## src/rtl/id_decode_stage.sv

```systemverilog
// Instruction decode stage: classifies the incoming instruction word, builds its
// sign-extended immediate, and holds the result in a two-deep elastic buffer
// (main + skid) so that the upstream ready never depends combinationally on the
// downstream ready.
module id_decode_stage #(
  parameter int unsigned PC_W = 64
) (
  input  logic            i_clk,
  input  logic            i_rst,
  input  logic            i_flush,
  input  logic            i_in_valid,
  output logic            o_in_ready,
  input  logic [31:0]     i_instr,
  input  logic [PC_W-1:0] i_pc,
  output logic            o_out_valid,
  input  logic            i_out_ready,
  output logic [31:0]     o_instr,
  output logic [PC_W-1:0] o_pc,
  output logic [1:0]      o_format,
  output logic [63:0]     o_imm,
  output logic            o_illegal
);

  localparam logic [1:0] R_FORM  = 2'b00;
  localparam logic [1:0] I_FORM  = 2'b01;
  localparam logic [1:0] BS_FORM = 2'b10;
  localparam logic [1:0] JU_FORM = 2'b11;

  typedef enum logic [1:0] {StEmpty, StFull, StSkid} state_e;

  typedef struct packed {
    logic [31:0]     instr;
    logic [PC_W-1:0] pc;
    logic [1:0]      fmt;
    logic [63:0]     imm;
    logic            illegal;
  } entry_t;

  state_e state_q, state_d;
  entry_t main_q, main_d;
  entry_t skid_q, skid_d;
  entry_t dec;
  logic   in_ready_q, in_ready_d;
  logic   out_valid_q, out_valid_d;
  logic   accept, drain;

  // Decode the incoming word into a complete entry, captured as-is on accept.
  always_comb begin
    dec.instr   = i_instr;
    dec.pc      = i_pc;
    dec.fmt     = R_FORM;
    dec.imm     = 64'h0;
    dec.illegal = 1'b0;
    unique case (i_instr[6:0])
      7'b0110011, 7'b0111011: dec.fmt = R_FORM;
      7'b0010011, 7'b0011011, 7'b0000011, 7'b1100111, 7'b1110011: begin
        dec.fmt = I_FORM;
        dec.imm = {{52{i_instr[31]}}, i_instr[31:20]};
      end
      7'b0100011, 7'b1100011: begin
        dec.fmt = BS_FORM;
        dec.imm = {{52{i_instr[31]}}, i_instr[31:25], i_instr[11:7]};
      end
      7'b0110111, 7'b0010111, 7'b1101111: dec.fmt = JU_FORM;
      default: dec.illegal = 1'b1;
    endcase
  end

  assign accept = i_in_valid && in_ready_q;
  assign drain  = out_valid_q && i_out_ready;

  // Buffer next-state: where each entry lands, and the registered handshake flags.
  always_comb begin
    state_d = state_q;
    main_d  = main_q;
    skid_d  = skid_q;
    unique case (state_q)
      StEmpty: begin
        if (accept) begin
          state_d = StFull;
          main_d  = dec;
        end
      end
      StFull: begin
        if (accept && !drain) begin
          state_d = StSkid;
          skid_d  = dec;
        end else if (drain && !accept) begin
          state_d = StEmpty;
          main_d  = '0;
        end else if (drain && accept) begin
          main_d  = dec;
        end
      end
      StSkid: begin
        if (drain) begin
          state_d = StFull;
          main_d  = skid_q;
          skid_d  = '0;
        end
      end
      default: begin
        state_d = StEmpty;
        main_d  = '0;
        skid_d  = '0;
      end
    endcase
    // Flush wins over everything; a same-cycle drain has still completed downstream.
    if (i_flush) begin
      state_d = StEmpty;
      main_d  = '0;
      skid_d  = '0;
    end
    in_ready_d  = (state_d != StSkid);
    out_valid_d = (state_d != StEmpty);
  end

  // State and output registers; ready stays low during reset and rises on the first edge after.
  always_ff @(posedge i_clk or posedge i_rst) begin
    if (i_rst) begin
      state_q     <= StEmpty;
      main_q      <= '0;
      skid_q      <= '0;
      in_ready_q  <= 1'b0;
      out_valid_q <= 1'b0;
    end else begin
      state_q     <= state_d;
      main_q      <= main_d;
      skid_q      <= skid_d;
      in_ready_q  <= in_ready_d;
      out_valid_q <= out_valid_d;
    end
  end

  assign o_in_ready  = in_ready_q;
  assign o_out_valid = out_valid_q;
  assign o_instr     = main_q.instr;
  assign o_pc        = main_q.pc;
  assign o_format    = main_q.fmt;
  assign o_imm       = main_q.imm;
  assign o_illegal   = main_q.illegal;

endmodule

```

## config.mk

```make
export PLATFORM = sky130hd
export DESIGN_NAME = id_decode_stage
export DESIGN_NICKNAME = d
export VERILOG_FILES = /design/src/rtl/id_decode_stage.sv
export SDC_FILE = /design/constraint.sdc
export NUM_CORES = 1
export LEC_CHECK = 0
export BUFFER_PORTS_ARGS = -buffer_cell sky130_fd_sc_hd__buf_2
export CORE_MARGIN = 2
export CORE_UTILIZATION = 53
export CTS_CLUSTER_SIZE = 40
export DETAILED_ROUTE_END_ITERATION = 8
export GPL_ROUTABILITY_DRIVEN = 0
export PLACE_DENSITY = 0.81
export SKIP_CTS_REPAIR_TIMING = 1
export SLEW_MARGIN = 20
export SYNTH_ARGS = -nofsm -noshare
export SYNTH_HDL_FRONTEND = slang
export SYNTH_SLANG_ARGS = --single-unit
```

## constraint.sdc

```tcl
create_clock -name i_clk -period 8.68 [get_ports i_clk]
set_input_delay 1.302 -clock i_clk [delete_from_list [all_inputs] [get_ports i_clk]]
set_output_delay 1.302 -clock i_clk [all_outputs]
set_load 0.01 [all_outputs]
```

# == Yosys cells after proc, flatten, opt, wreduce, memory -nomap -nowiden ==
# Index checks and enable logic that the tools add are counted.
# classes
mux,20
reduce_logical,15
eq_ne,21
# op_table
operator,count
163-bit 2-to-1 mux,9
163-bit case mux with 3 select lines,2
64-bit case mux with 2 select lines,1
7-bit by 6-bit equality test with 1-bit output (second input constant),4
7-bit equality test (second input constant),4
7-bit by 5-bit equality test with 1-bit output (second input constant),3
3-bit inequality test (second input constant),4
2-bit case mux with 3 select lines,2
12-bit OR reduction,1
2-bit 2-to-1 mux,5
7-bit by 2-bit equality test with 1-bit output (second input constant),1
1-bit logical AND,5
5-bit OR reduction,1
2-bit inequality test (second input constant),2
4-bit inequality test (second input constant),1
4-bit AND reduction,1
3-bit AND reduction,1
3-bit OR reduction,1
2-bit by 1-bit equality test with 1-bit output (second input constant),1
2-bit equality test (second input constant),1
1-bit zero test,2
2-bit zero test,1
2-bit nonzero test,1
2-bit OR reduction,1
1-bit 2-to-1 mux,1
# totals
ff_bits,330
out_inout_bits,165
elab_cells,69
input_bits,101

# == Depth between registers and ports, before layout ==
# Gate-level depths: netlist of run 1.
# logic_depth
depth_word,8
depth_mapped,8
depth_no_buf,4

# == Worst setup path after synthesis of run 1 ==
# OpenSTA, ideal clock, no wires.
# synth_path
kind,reg2out
from,"reg, netlist name o_imm[62]"
to,out o_imm[12]
arrival_ns,1.412
required_time_ns,7.378
path_slack_ns,5.966
stages_incl_launch_ff,2
path_buffers,1
cell_sequence,dfrtp_1 > buf_4
# synth_rtl
element,line_no,text
end: declaration,20,"output logic [63:0] o_imm,"

# == Final worst setup path of run 1 ==
# layout_path
from,in i_flush
to,reg skid_q[66] (netlist name)
# layout_via
elab_chain_len,2
elab_cells_between_ends,5
# layout_lines
element,line_no,text
start: declaration,10,"input logic i_flush,"
3-bit inequality test (no line) / 2-bit inequality test (equally long branches),n/a,
3-bit AND reduction (no line),n/a,
end signal: assignment,129,skid_q <= skid_d;
end: declaration,41,"entry_t skid_q, skid_d;"
# Several ways; a longest one is shown, not always the timed one.
# A chain may end at the register's enable or synchronous reset.

==> load_flow_metrics.sql, run 1 <==
INSERT INTO impl_metrics (metric_group, metric, value, unit) VALUES
('yosys', 'synthesis.instances', '763', ''),
('placement', 'dp_hpwl', '14700', 'µm'),
('final_layout', 'multiInputGateArea', '3379', 'µm²'),
('placement', 'number_of_buffers_added_on_ports', '265', ''),
('worst_setup_path', 'crit_path_max_fanout', '77', ''),
('power', 'net-switching-power', '656.4', 'µW'),
('yosys', 'ys_top_cells_by_area', 'sky130_fd_sc_hd__dfrtp_1 58%, sky130_fd_sc_hd__o2bb2ai_1 8.8%, sky130_fd_sc_hd__a22o_1 8.7%, sky130_fd_sc_hd__a22oi_1 7.4%, sky130_fd_sc_hd__buf_4 4.1%', ''),
('yosys', 'synthMostInstantiatedCell', 'sky130_fd_sc_hd__dfrtp_1', ''),
('placement', 'placed_cell_area', '10740', 'µm²'),
('placement', 'dp_slack', '4.766', 'ns'),
('worst_setup_path', 'sort_of_element_at_the_end_of_the_critical_path', 'register', ''),
('worst_setup_path', 'nature_of_the_critical_path_startpoint', 'input port', ''),
('drt', 'drt_iter0_markers', '630', ''),
('drt', 'vias', '7461', ''),
('drt', 'met2WireLength', '11450', 'µm'),
('cts', 'tritoncts.num_buffers', '24', ''),
('sta', 'clock.fmax', '296.8', 'MHz'),
('sta', 'slew-limit-headroom', '34.95', '%'),
('yosys', 'synth_async_sr_flop_share', '100.0', '%'),
('final_layout', 'n_fill_cell', '1384', ''),
('power', 'p_int', '1848', 'µW'),
('final_layout', 'drive_gt1_share', '35.62', '%'),
('cts', 'clock_tree_from_tritoncts', 'done', ''),
('global_route', 'grt_start_max_net_pins', '148', ''),
('sta', 'final.setup.worst_slack', '5.311', 'ns'),
('sta', 'setup_tns', '0', 'ns'),
('cts', 'htree_levels', '1', ''),
('power', 'powerDensity', '215.7', 'nW/µm²'),
('yosys', 'synth.largest_area_cell', 'sky130_fd_sc_hd__dfrtp_1', ''),
('yosys', 'postSynthRegisterBits', '226', ''),
('yosys', 'synthTopCellsByCount', '226 x sky130_fd_sc_hd__dfrtp_1, 98 x sky130_fd_sc_hd__o2bb2ai_1, 97 x sky130_fd_sc_hd__a22o_1', ''),
('worst_setup_path', 'timing.critical_path.required', '9.11', 'ns'),
('power', 'irDropWorstVdd', '187.5', 'µV'),
('sta', 'final_min_period_over_clock_period', '38.82', '%'),
('global_route', 'grt_first_pass_wirelength', '39740', 'µm'),
('sta', 'maxSlewViolCount', '0', ''),
('floorplan', 'floorplan.core_area', '18020', 'µm²'),
('yosys', 'fraction_of_the_yosys_area_taken_by_sequential_cells', '57.82', '%'),
('cts', 'ctsRootBufferMaster', 'sky130_fd_sc_hd__clkbuf_16', ''),
('global_route', 'via_count_of_the_first_global_routing_pass', '7202', ''),
('sta', 'layout_min_cycle_time', '3.369', 'ns'),
('drt', 'detail_route.first_pass.iterations', '5', ''),
('floorplan', 'initial_standard_cell_utilization_of_the_core', '54.26', '%'),
('global_route', 'grt_overflow_total', '0', ''),
('floorplan', 'fp.dieW', '139.8', 'µm'),
('worst_setup_path', 'worstPathArrival', '3.80', 'ns'),
('floorplan', 'std_cell_rows', '49', ''),
('final_layout', 'post-route-cell-area', '11610', 'µm²'),
('final_layout', 'nNetsFinal', '1036', ''),
('yosys', 'synth.top_cell.area_share', '57.82', '%'),
('worst_setup_path', 'critical_setup_path_kind', 'input port to register', ''),
('cts', 'clk_latency', '0.50', 'ns'),
('drt', 'met1_length', '10880', 'µm'),
('drt', 'drc_errors', '0', ''),
('cts', 'numClockSinks', '226', ''),
('sta', 'hold-worst-slack', '0.4808', 'ns'),
('run_status', 'run_status', 'completed', ''),
('power', 'p_sw_share', '26.21', '%'),
('sta', 'rsz_0062_raised_after_global_routing', 'false', ''),
('power', 'p_leak', '0.005953', 'µW'),
('sta', 'final_setup_viols', '0', ''),
('global_route', 'grt_antenna_before_repair', '2', ''),
('floorplan', 'die_area', '19560', 'µm²'),
('drt', 'avgRoutedWirePerCell', '21.06', 'µm'),
('yosys', 'yosysWarningCount', '0', ''),
('drt', 'routed-wl-met3', '2041', 'µm'),
('sta', 'worst-slew-pin-transition', '0.9737', 'ns'),
('min_path', 'worst_min_delay_path_class', 'register to register', ''),
('yosys', 'net_count_after_synthesis', '864', ''),
('yosys', 'syn_area_per_cell', '12.82', 'µm²'),
('cts', 'cts.clk_slew.worst_paths', '0.06', 'ns');
[layout by cell type (no fill, tap or decap), types with 2 or more instances in the layout]
master / instances
sky130_fd_sc_hd__buf_2: 265
sky130_fd_sc_hd__dfrtp_1: 225
sky130_fd_sc_hd__o2bb2ai_1: 98
sky130_fd_sc_hd__a22o_1: 97
sky130_fd_sc_hd__a22oi_1: 96
sky130_fd_sc_hd__clkbuf_16: 25
sky130_fd_sc_hd__a32o_1: 19
sky130_fd_sc_hd__a221o_1: 11
sky130_fd_sc_hd__nand2_1: 9
sky130_fd_sc_hd__nor2_1: 8
sky130_fd_sc_hd__and2_1: 8
sky130_fd_sc_hd__a31o_2: 7
sky130_fd_sc_hd__clkinv_2: 6
sky130_fd_sc_hd__buf_4: 6
sky130_fd_sc_hd__clkbuf_1: 4
sky130_fd_sc_hd__buf_16: 4
sky130_fd_sc_hd__o21ai_0: 3
sky130_fd_sc_hd__nor3_4: 3
sky130_fd_sc_hd__a21oi_1: 3
sky130_fd_sc_hd__inv_1: 3
sky130_fd_sc_hd__nand3_1: 3
sky130_fd_sc_hd__a21boi_2: 3
sky130_fd_sc_hd__clkbuf_8: 3
sky130_fd_sc_hd__diode_2: 2
sky130_fd_sc_hd__xnor2_1: 2
sky130_fd_sc_hd__a31oi_1: 2
sky130_fd_sc_hd__nor4_2: 2
sky130_fd_sc_hd__a32oi_1: 2
sky130_fd_sc_hd__bufinv_16: 2
[cells by family after synthesis]
| logic type | count (synthesis) | share of synthesized area [%] |
|---|---|---|
| AO/OA/AOI/OAI | 355 | 31.07 |
| buffers and inverters | 134 | 7.944 |
| flip-flops | 226 | 57.82 |
| XOR/XNOR | 2 | 0.1791 |
| multiplexers | 1 | 0.1023 |
| AND/OR/NAND/NOR | 45 | 2.878 |
[registers in the layout, summed over array words and instances (netlist names)]
signal	count
o_illegal	1
o_pc	64
o_imm	12
o_format	2
o_in_ready	1
o_out_valid	1
state_q	2
skid_q	111
o_instr	32
[worst paths after layout]
path / from / end / slack [ns] / cells after the start
setup / recovery: i_flush / skid_q[66] / 5.31 / 6
setup reg to reg: state_q[1] / skid_q[66] / 5.69 / 5
hold / removal: o_instr[14] / o_instr[14] / 0.48 / 1
min in group asynchronous: i_rst / o_pc[34] / 1.03 / 2
max in group asynchronous: i_rst / skid_q[149] / 6.36 / 4
hold reg to reg: o_instr[14] / o_instr[14] / 0.48 / 1
[routing by layer]
| metal | GRT usage, % | up-vias |
|---|---|---|
| met5 | 0 | - |
| met2 | 37.92 | 372 |
| met1 | 36.97 | 3744 |
| met4 | 6.158 | 0 |
| met3 | 5.540 | 38 |
| li1 | - | 3307 |
[power by group through the flow]
stage	Sequential (µW)	Clock, µW	Combinational (µW)
floorplan	1190	0	189
global placement	1180	0	327
detailed placement	1180	0	335
CTS	1160	1020	336
global route	1170	1070	373
finish	1160	1000	341
[critical path, cell delays in order]
cell and delay, ns:
sky130_fd_sc_hd__buf_2 0.16, sky130_fd_sc_hd__nand4bb_1 0.53, sky130_fd_sc_hd__nor2_4 0.64, sky130_fd_sc_hd__buf_4 0.75, sky130_fd_sc_hd__nand3_1 0.15, sky130_fd_sc_hd__o2bb2ai_1 0.16
[per-stage QoR]
step	util, %	std cells
3_5_place_dp	59.59	1135
4_1_cts	63.87	1175
6_report	64.40	1180
3_3_place_gp	59.43	1134
5_1_grt	64.38	1179
2_1_floorplan	-	763
[cell type report]
class	instances	share of cell area, %
clock inverter	8	0.7761
multi-input combinational	403	29.11
antenna	2	0.04312
sequential	226	48.73
tap	229	2.468
clock buffer	32	5.875
inverter	5	0.2264
timing repair buffer	275	12.76
Note: power is estimated with default switching activity, not from simulation.
==> run 2, diff against run 1 <==
==> constraint.sdc (replaced) <==
create_clock -name i_clk -period 3.16 [get_ports i_clk]
set_input_delay 0.474 -clock i_clk [delete_from_list [all_inputs] [get_ports i_clk]]
set_output_delay 0.474 -clock i_clk [all_outputs]
set_load 0.01 [all_outputs]
==> run 2 against run 1 <==
  * First-iteration DRC count rose by 9.4%
  * Clock skew rose by 0.0035 ns
  * Via count rose by 2.8%
  * Sequential power rose to 2.8 times the previous value
  * Clock power rose to 2.7 times the previous value
  * Global-route usage rose by 0.82 points
  * Utilization rose by 0.41 points
  * Critical endpoint is now o_pc[35]
  * Largest cell class unchanged
==> load_flow_metrics.sql, run 2 (synthesis results as in run 1) <==
INSERT INTO impl_metrics (metric_group, metric, value, unit) VALUES
('run_status', 'run_status', 'completed', ''),
('global_route', 'grt_start_max_net_pins', '98', ''),
('drt', 'drt_iter0_markers', '689', ''),
('sta', 'final_min_period_over_clock_period', '74.74', '%'),
('worst_setup_path', 'regToRegStartpoint', 'state_q[0]', ''),
('final_layout', 'final_cell_count_no_fill', '1191', ''),
('placement', 'dp_slack', '0.7797', 'ns'),
('floorplan', 'std_cell_rows', '49', ''),
('drt', 'avgRoutedWirePerCell', '21.85', 'µm'),
('cts', 'numClockSinks', '226', ''),
('worst_setup_path', 'nature_of_the_critical_path_startpoint', 'register', ''),
('worst_setup_path', 'cpLargestDelayFamily', 'flip-flops', ''),
('sta', 'final.setup.worst_slack', '0.7981', 'ns'),
('cts', 'clk_latency', '0.50', 'ns'),
('floorplan', 'die_y', '139.8', 'µm'),
('drt', 'vias', '7669', ''),
('sta', 'slew-limit-headroom', '26.43', '%'),
('final_layout', 'max_flop_register', 'skid_q', ''),
('placement', 'placed_cell_area', '10930', 'µm²'),
('final_layout', 'largest_reg_flops', '111', ''),
('final_layout', 'mostFrequentLayoutCell', 'sky130_fd_sc_hd__buf_2', ''),
('worst_setup_path', 'worst_setup_path_startpoint', 'state_q[0]', ''),
('drt', 'detail_route.wirelength', '26030', 'µm'),
('drt', 'avgViaCountPerCell', '6.439', ''),
('power', 'p_leak', '0.005973', 'µW'),
('global_route', 'grt_first_pass_wirelength', '41270', 'µm'),
('run', 'cap_violations', '0', ''),
('worst_setup_path', 'critical-path-max-stage-delay', '0.60', 'ns'),
('sta', 'maxSlewViolCount', '0', ''),
('sta', 'hold-worst-slack', '0.1279', 'ns'),
('sta', 'final_setup_viols', '0', ''),
('cts', 'htree_levels', '1', ''),
('final_layout', 'most-common-layout-cells', '265 x sky130_fd_sc_hd__buf_2, 225 x sky130_fd_sc_hd__dfrtp_1, 98 x sky130_fd_sc_hd__o2bb2ai_1, 97 x sky130_fd_sc_hd__a22o_1, 96 x sky130_fd_sc_hd__a22oi_1', ''),
('global_route', 'grt.total_usage', '25.80', '%'),
('global_route', 'grt_antenna_before_repair', '2', ''),
('sta', 'setup_tns', '0', 'ns'),
('worst_setup_path', 'cp-endpoint', 'o_pc[35]', ''),
('sta', 'clock.fmax', '423.4', 'MHz'),
('placement', 'number_of_buffers_added_on_ports', '265', ''),
('floorplan', 'fp.dieW', '139.8', 'µm'),
('power', 'powerDensity', '586.2', 'nW/µm²'),
('worst_setup_path', 'sort_of_element_at_the_end_of_the_critical_path', 'register', ''),
('worst_setup_path', 'timing.critical_path.required', '3.56', 'ns'),
('worst_setup_path', 'crit_chain', 'xnor2_1, o2bb2ai_4, and2_4, buf_12, o2bb2ai_1', ''),
('drt', 'detail_route.first_pass.iterations', '7', ''),
('cts', 'cts.clk_slew.worst_paths', '0.06', 'ns'),
('sta', 'finalHoldViolations', '0', ''),
('final_layout', 'area.growth.synth_to_final', '19.43', '%'),
('cts', 'tritoncts.num_buffers', '23', ''),
('floorplan', 'io_pins', '266', ''),
('global_route', 'grt_overflow_total', '0', ''),
('floorplan', 'initial_standard_cell_utilization_of_the_core', '54.26', '%'),
('final_layout', 'drive_gt1_share', '36.15', '%'),
('power', 'irDropWorstVdd', '541.8', 'µV'),
('placement', 'dp_hpwl', '16500', 'µm'),
('final_layout', 'nNetsFinal', '1045', ''),
('worst_setup_path', 'worstPathArrival', '2.77', 'ns'),
('worst_setup_path', 'worst_r2r_path_depth', '5', ''),
('floorplan', 'floorplan.core_area', '18020', 'µm²'),
('final_layout', 'post-route-cell-area', '11680', 'µm²'),
('worst_setup_path', 'critical_setup_path_kind', 'register to register', ''),
('sta', 'worst-slew-pin-transition', '1.098', 'ns'),
('cts', 'clock_tree_from_tritoncts', 'done', ''),
('sta', 'rsz_0062_raised_after_global_routing', 'false', ''),
('worst_setup_path', 'cp_num_buf_inv', '1', ''),
('drt', 'drc_errors', '0', ''),
('global_route', 'via_count_of_the_first_global_routing_pass', '7445', ''),
('sta', 'layout_min_cycle_time', '2.362', 'ns'),
('cts', 'ctsRootBufferMaster', 'sky130_fd_sc_hd__clkbuf_16', ''),
('worst_setup_path', 'slowest_stage', 'sky130_fd_sc_hd__dfrtp_1', ''),
('drt', 'final_antenna_net_count', '0', ''),
('min_path', 'worst_min_delay_path_class', 'input port to async pin', ''),
('placement', 'dp_cells', '1148', ''),
('worst_setup_path', 'r2r_slack', '0.80', 'ns'),
('sta', 'finClkSkew', '0.01093', 'ns'),
('worst_setup_path', 'reg2reg_to', 'o_pc[35]', ''),
('worst_setup_path', 'crit_path_max_fanout', '43', ''),
('cts', 'cts.path.max_buffers', '3', ''),
('worst_setup_path', 'cp.depth', '5', ''),
('floorplan', 'die_area', '19560', 'µm²');
[run 2: changes by cell type in the layout (fill, tap and decap cells not counted), moves of 2 or more]
| cell | previous run | this run |
|---|---|---|
| sky130_fd_sc_hd__buf_4 | 6 | 11 |
| sky130_fd_sc_hd__buf_12 | 0 | 9 |
| sky130_fd_sc_hd__clkbuf_1 | 4 | 6 |
| sky130_fd_sc_hd__buf_16 | 4 | 0 |
| sky130_fd_sc_hd__clkbuf_16 | 25 | 23 |
| sky130_fd_sc_hd__clkinvlp_4 | 0 | 3 |
| sky130_fd_sc_hd__clkinv_2 | 6 | 4 |
[run 2: routing by layer]
layer	vias to the layer above	global-route usage, %	share of wire [%]
li1	3330	-	-
met1	3891	37.74	43
met2	399	39.02	47
met3	49	5.850	8.5
met4	0	7.474	2.3
met5	-	0	0
[run 2: stage by stage]
step,util [%],total power (µW)
global route,64.78,7111
floorplan,-,3789
finish,64.81,6847
global placement,60.62,4178
detailed placement,60.62,4198
CTS,64.77,6904
[run 2: area by class of cell]
class / instances / area (µm²)
inverter: 5 / 22.52
sequential: 226 / 5657
timing repair buffer: 285 / 1589
multi-input combinational: 403 / 3373
tap: 229 / 286.5
fill: 1400 / 6344
clock buffer: 33 / 653.1
antenna: 2 / 5.005
clock inverter: 8 / 95.09
[run 2: power by group]
part	total (µW)	switching (µW)	leakage [µW]	internal (µW)
logic	965	612	0.00252	353
registers	3190	116	0.00309	3070
clock network	2700	1100	0.000363	1600
total	6850	1820	0.00597	5020
[run 2: how the worst min path moves through the flow]
stage / endpoint / slack (ns) / cells after the start
2_1_floorplan: skid_q[0] / 0.46 / 1
3_3_place_gp: o_pc[56] / 0.47 / 1
3_5_place_dp: o_instr[28] / 0.47 / 1
4_1_cts: skid_q[160] / 0.15 / 2
5_1_grt: skid_q[160] / 0.18 / 2
6_report: skid_q[160] / 0.13 / 2
[run 2: worst reg2reg max path, stage by stage, from the launching register on]
cell and delay, ns:
sky130_fd_sc_hd__dfrtp_1 0.60, sky130_fd_sc_hd__xnor2_1 0.22, sky130_fd_sc_hd__o2bb2ai_4 0.40, sky130_fd_sc_hd__and2_4 0.57, sky130_fd_sc_hd__buf_12 0.30, sky130_fd_sc_hd__o2bb2ai_1 0.18
